`config.mk`:
```
export PLATFORM = sky130hd
export DESIGN_NAME = circ_queue
export DESIGN_NICKNAME = d
export VERILOG_FILES = /design/src/rtl/circ_queue.sv
export SDC_FILE = /design/constraint.sdc
export NUM_CORES = 1
export LEC_CHECK = 0
export CORE_UTILIZATION = 50
export DETAILED_ROUTE_END_ITERATION = 6
export HOLD_SLACK_MARGIN = 0.1
export PLACE_DENSITY = 0.8
export SETUP_SLACK_MARGIN = 0.02
export SLEW_MARGIN = 0
export SYNTH_ARGS = -nofsm -noshare
export SYNTH_HDL_FRONTEND = slang
export SYNTH_SLANG_ARGS = --single-unit
```
`constraint.sdc`:
```
create_clock -name CLK -period 2.9 [get_ports CLK]
set_input_delay 0.435 -clock CLK [delete_from_list [all_inputs] [get_ports CLK]]
set_output_delay 0.435 -clock CLK [all_outputs]
set_load 0.005 [all_outputs]
```
`src/rtl/circ_queue.sv`:
```
// Circular FIFO with registered pop data, occupancy flags and overflow/underflow error flags.
// Define CIRC_QUEUE_STICKY_ERR_EN to make OVF/UDF sticky until reset.
module circ_queue #(
  parameter int WL       = 8,
  parameter int DEPTH    = 8,
  parameter int AF_LEVEL = DEPTH - 1,
  parameter int AE_LEVEL = 1
) (
  input  logic                       CLK,
  input  logic                       RST,
  input  logic                       wReq,
  input  logic                       rReq,
  input  logic [WL-1:0]              din,
  output logic [WL-1:0]              dout,
  output logic                       dValid,
  output logic [$clog2(DEPTH+1)-1:0] COUNT,
  output logic                       FULL,
  output logic                       EMPTY,
  output logic                       AFULL,
  output logic                       AEMPTY,
  output logic                       OVF,
  output logic                       UDF
);

  localparam int CW = $clog2(DEPTH + 1);
  localparam int PW = $clog2(DEPTH);

  logic [WL-1:0] mem [DEPTH];
  logic [PW-1:0] wr_ptr;
  logic [PW-1:0] rd_ptr;
  logic          push_ok;
  logic          pop_ok;
  logic          ovf_ev;
  logic          udf_ev;

  // Pointers wrap explicitly so DEPTH need not be a power of two.
  function automatic logic [PW-1:0] bump(input logic [PW-1:0] p);
    return (p == PW'(DEPTH - 1)) ? '0 : p + 1'b1;
  endfunction

  always_comb begin
    FULL    = (COUNT == CW'(DEPTH));
    EMPTY   = (COUNT == '0);
    AFULL   = (int'(COUNT) >= AF_LEVEL);
    AEMPTY  = (int'(COUNT) <= AE_LEVEL);
    // A full queue can still take a push when a pop frees a slot on the same edge.
    pop_ok  = rReq && !EMPTY;
    push_ok = wReq && (!FULL || pop_ok);
    ovf_ev  = wReq && !push_ok;
    udf_ev  = rReq && !pop_ok;
  end

  // NOTE: storage has no reset; only pointers and COUNT define what is valid.
  always_ff @(posedge CLK) begin
    if (push_ok) mem[wr_ptr] <= din;
  end

  // NOTE: sequential state uses non-blocking assignments so all registers see pre-edge values.
  always_ff @(posedge CLK or posedge RST) begin
    if (RST) begin
      wr_ptr <= '0;
      rd_ptr <= '0;
      COUNT  <= '0;
      dout   <= '0;
      dValid <= 1'b0;
      OVF    <= 1'b0;
      UDF    <= 1'b0;
    end else begin
      dValid <= pop_ok;
      if (push_ok) wr_ptr <= bump(wr_ptr);
      if (pop_ok) begin
        rd_ptr <= bump(rd_ptr);
        dout   <= mem[rd_ptr];
      end
      case ({push_ok, pop_ok})
        2'b10:   COUNT <= COUNT + 1'b1;
        2'b01:   COUNT <= COUNT - 1'b1;
        default: COUNT <= COUNT;
      endcase
`ifdef CIRC_QUEUE_STICKY_ERR_EN
      OVF <= OVF | ovf_ev;
      UDF <= UDF | udf_ev;
`else
      OVF <= ovf_ev;
      UDF <= udf_ev;
`endif
    end
  end

endmodule

```
==> results by group <==
Detailed routing
  • Detailed-router iteration count before antenna repair: 4
  • Iter 0 DRT Violations: about 110
  • Via density per instance: 5.49
  • Detailed-route via count: roughly 2,100
  • Residual antenna-violating net count after detailed routing: 0
  • Final routed wire length divided by cell count: roughly 17 um
  • Post-detailed-routing wire length: 6.51 mm
  • DRC violations left: 0

Synthesis
  • Main flop type after synthesis: sky130_fd_sc_hd__edfxtp_1
  • Gate Count Post-Synth: around 250
  • Count of warnings emitted by yosys: 0
  • Post-Syn Nets: 270
  • Number of flops mapped to enable cells by yosys: 64
  • Average size of a mapped cell: 14.3 sq um
  • Proportion of register bits with asynchronous set or reset after synthesis: around 25%
  • Post-Syn Area: 3590 sq um
  • Register bit total from synthesis: 85
  • Number of distinct library cell variants in the gate-level netlist after synthesis: 38
  • Share of synthesized area occupied by flip-flops and latches: 68.2%

GRT
  • Initial antenna violation count: 0
  • Global routing usage summed across all routing layers: between 10% and 20%
  • Largest net degree at the start of global routing: 36
  • Total congestion overflow: 0
  • Global-route wire length before repair: between 10 and 15 mm
  • Vias in the first global route: about 2,000

Worst setup path
  • CP dominant cell by count: sky130_fd_sc_hd__inv_1
  • Number of cell instances on the worst register-to-register path: 7
  • Terminus of the critical flop-to-flop path: COUNT[1]
  • Capturing element type of the critical path: primary output
  • Critical path startpoint category: flop
  • RR Startpoint: COUNT[0]
  • Crit-path max FO: 6
  • Endpoint required time on the critical path: 2.47 ns
  • Slowest stage delay, CP: 0.49 ns
  • Arrival time of the worst setup path: 2.22 ns
  • Register-to-Register Setup Slack: about 0.55 ns
  • Master of the slowest instance on the critical path: sky130_fd_sc_hd__clkdlybuf4s50_1
  • Critical path cell sequence: inv_1 > ha_1 > or3b_4 > inv_1 > clkdlybuf4s50_1
  • Setup Crit Path Kind: reg -> out

Die
  • Core region area: 6870 sq um
  • Die W: slightly below 90 um
  • Initial standard-cell utilization of the core: a little over half
  • Die Y-Extent: between 80 and 90 um
  • Top-level port count: 31
  • Full die area: 7520 sq um
  • Number of core rows: 30

CTS
  • Total of hold buffers inserted after clock tree synthesis: 0
  • Clock tree from TritonCTS: built
  • Cells resized by post-CTS repair: 0
  • Insertion delay of the later-clocked pin in the worst-skew pair: 0.35 ns
  • Root Driver: sky130_fd_sc_hd__clkbuf_8
  • Setup repair bufs after CTS: 0
  • Buffer levels on the longest clock path: 2
  • Number of buffers created by CTS: 9
  • Clock sink count: between 80 and 90
  • Clock-pin slew on the worst setup and hold paths: 0.09 ns
  • Maximum level of the CTS H-tree: 3

Placed design
  • Setup WS pre-CTS: 0.592 ns
  • IO Port Bufs: 30
  • Detail Placement HPWL: 4.17 mm
  • Weighted congestion at the end of routability-driven global placement: 0.819
  • Placed inst area: 4000 sq um

Power and ir drop
  • Share of power burned in the clock network: 19.5%
  • Logic pwr share: approximately 35%
  • Net Sw Frac: 33.8%
  • Worst-case vdd ir drop: 0.406 mV
  • Leakage: 1.60 nW
  • Final total power: between 3 and 4 mW
  • Power share of the sequential group: a little under half
  • Internal Dissipation: 2.52 mW
  • P per Cell Area: slightly above 900 nW/um^2
  • Switching power: approximately 1.3 mW

STA
  • Slew margin rel.: 43.6%
  • Setup skew after layout: 0.00912 ns
  • Final setup viols: 0
  • Final worst path period share: about 91%
  • Slew Viols, Final: 0
  • Hold violation total from the final report: 0
  • Worst Tran Pin Value: 0.845 ns
  • Upper clock frequency limit: about 380 MHz
  • RSZ-0062 raised after global routing: no
  • Fin Setup TNS: 0 ns
  • Post-layout minimum cycle time: around 2.7 ns
  • Post-route worst setup slack: around 0.25 ns

Layout
  • Final design utilization: between 60% and 70%
  • Footprint of the multi-input gates: 1040 sq um
  • Count of nets after finishing: approximately 310
  • Most frequent cells in the layout: 64 x sky130_fd_sc_hd__edfxtp_1, 32 x sky130_fd_sc_hd__mux2i_1, 30 x sky130_fd_sc_hd__clkdlybuf4s50_1, 28 x sky130_fd_sc_hd__nand2_1, 21 x sky130_fd_sc_hd__dfrtp_1
  • Post-route design area: between 4000 and 5000 sq um
  • Leading cell type in the layout, fill and taps excluded: sky130_fd_sc_hd__edfxtp_1
  • Fraction of final layout cells sized beyond drive strength 1: 9.90%
  • Number of filler instances in the final layout: 522
  • Area growth, synth to finish: 16.4%
  • Ant diodes: 0
  • Register Area: 2450 sq um

Outcome
  • Result of the run: finished, final reports clean

Flow run
  • Max-Cap Viols: 0

Hold path
  • Worst min path class: reg -> reg
  • Hold path endpoint: dout[0]
  • Hold Path Depth: 2
  • Hold path start: dout[0]
[Yosys cell counts, types with 3 or more instances]
library cell,instances,area (sq um)
sky130_fd_sc_hd__a21o_1,3,22.5
sky130_fd_sc_hd__a21oi_1,3,15.0
sky130_fd_sc_hd__a22oi_1,16,120
sky130_fd_sc_hd__buf_1,3,11.3
sky130_fd_sc_hd__buf_2,7,35.0
sky130_fd_sc_hd__dfrtp_1,21,526
sky130_fd_sc_hd__edfxtp_1,64,1920
sky130_fd_sc_hd__ha_1,7,87.6
sky130_fd_sc_hd__inv_1,6,22.5
sky130_fd_sc_hd__mux2i_1,32,320
sky130_fd_sc_hd__nand2_1,28,105
sky130_fd_sc_hd__nand2b_1,5,31.3
sky130_fd_sc_hd__nand3_1,10,50.1
sky130_fd_sc_hd__nor2_1,8,30.0
sky130_fd_sc_hd__nor3_1,9,45.0
[area by class of cell]
class                      instances  share of cell area (%)
timing repair buffer              39                    8.81
inverter                           6                   0.539
sequential                        85                    58.6
clock buffer                      10                    3.06
clock inverter                     6                    1.11
multi-input combinational        147                    25.0
tap                               96                    2.88
[flip-flops by register name, indices dropped and copies added (netlist names)]
register  cells
mem          64
dout          8
COUNT         4
rd_ptr        3
wr_ptr        3
OVF           1
UDF           1
dValid        1
[critical path: cells and delay by family, from the launching register on]
family | cells | cell delay (ns)
AND/OR/NAND/NOR | 1 | 0.44
adder cells (fa/ha/maj) | 1 | 0.26
flip-flops | 1 | 0.45
buffers and inverters | 3 | 0.70
[stage by stage]
| step | instances | hold WS (ns) |
|---|---|---|
| floorplan | 251 | 0.412 |
| global placement | 373 | 0.465 |
| detailed placement | 373 | 0.471 |
| CTS | 389 | 0.491 |
| global route | 389 | 0.514 |
| finish | 389 | 0.484 |
[power by group through the flow]
stage                     sequential, mW  combinational [mW]  clock (mW)
after global placement              1.75                1.27           0
after floorplan                     1.71               0.879           0
after global routing                1.78                1.44       0.810
after detailed placement            1.77                1.31           0
final                               1.74                1.32       0.743
after CTS                           1.74                1.32       0.757
[worst max-delay path by stage]
| stage | startpoint | end | slack, ns | depth (start not counted) |
|---|---|---|---|---|
| after floorplan | COUNT[0] | mem[0][0] | 0.64 | 5 |
| after global placement | COUNT[0] | EMPTY | 0.72 | 5 |
| after detailed placement | COUNT[0] | COUNT[1] | 0.59 | 7 |
| after CTS | COUNT[0] | EMPTY | 0.24 | 5 |
| after global routing | COUNT[0] | EMPTY | 0.16 | 5 |
| final | COUNT[0] | EMPTY | 0.25 | 5 |
[kinds of logic (layout without fill, tap and decap cells)]
| family | after synthesis | after routing | synth area share, % |
|---|---|---|---|
| AO/OA/AOI/OAI | 30 | 30 | 6.52 |
| XOR/XNOR | 3 | 3 | 0.733 |
| adder cells (fa/ha/maj) | 7 | 7 | 2.44 |
| buffers and inverters | 19 | 61 | 2.65 |
| flip-flops | 85 | 85 | 68.2 |
| multiplexers | 32 | 32 | 8.93 |
| AND/OR/NAND/NOR | 75 | 75 | 10.5 |
[metal layers]
layer  global-route usage, %  vias to the layer above  share of wire, %
met3                    4.38                       11               4.0
met1                    25.2                     1065                45
met2                    29.8                       49                49
li1                        -                     1011                 -
met4                    9.39                        0               2.1
met5                       0                        -                 0
No activity file was read; power rests on OpenSTA's default activity.
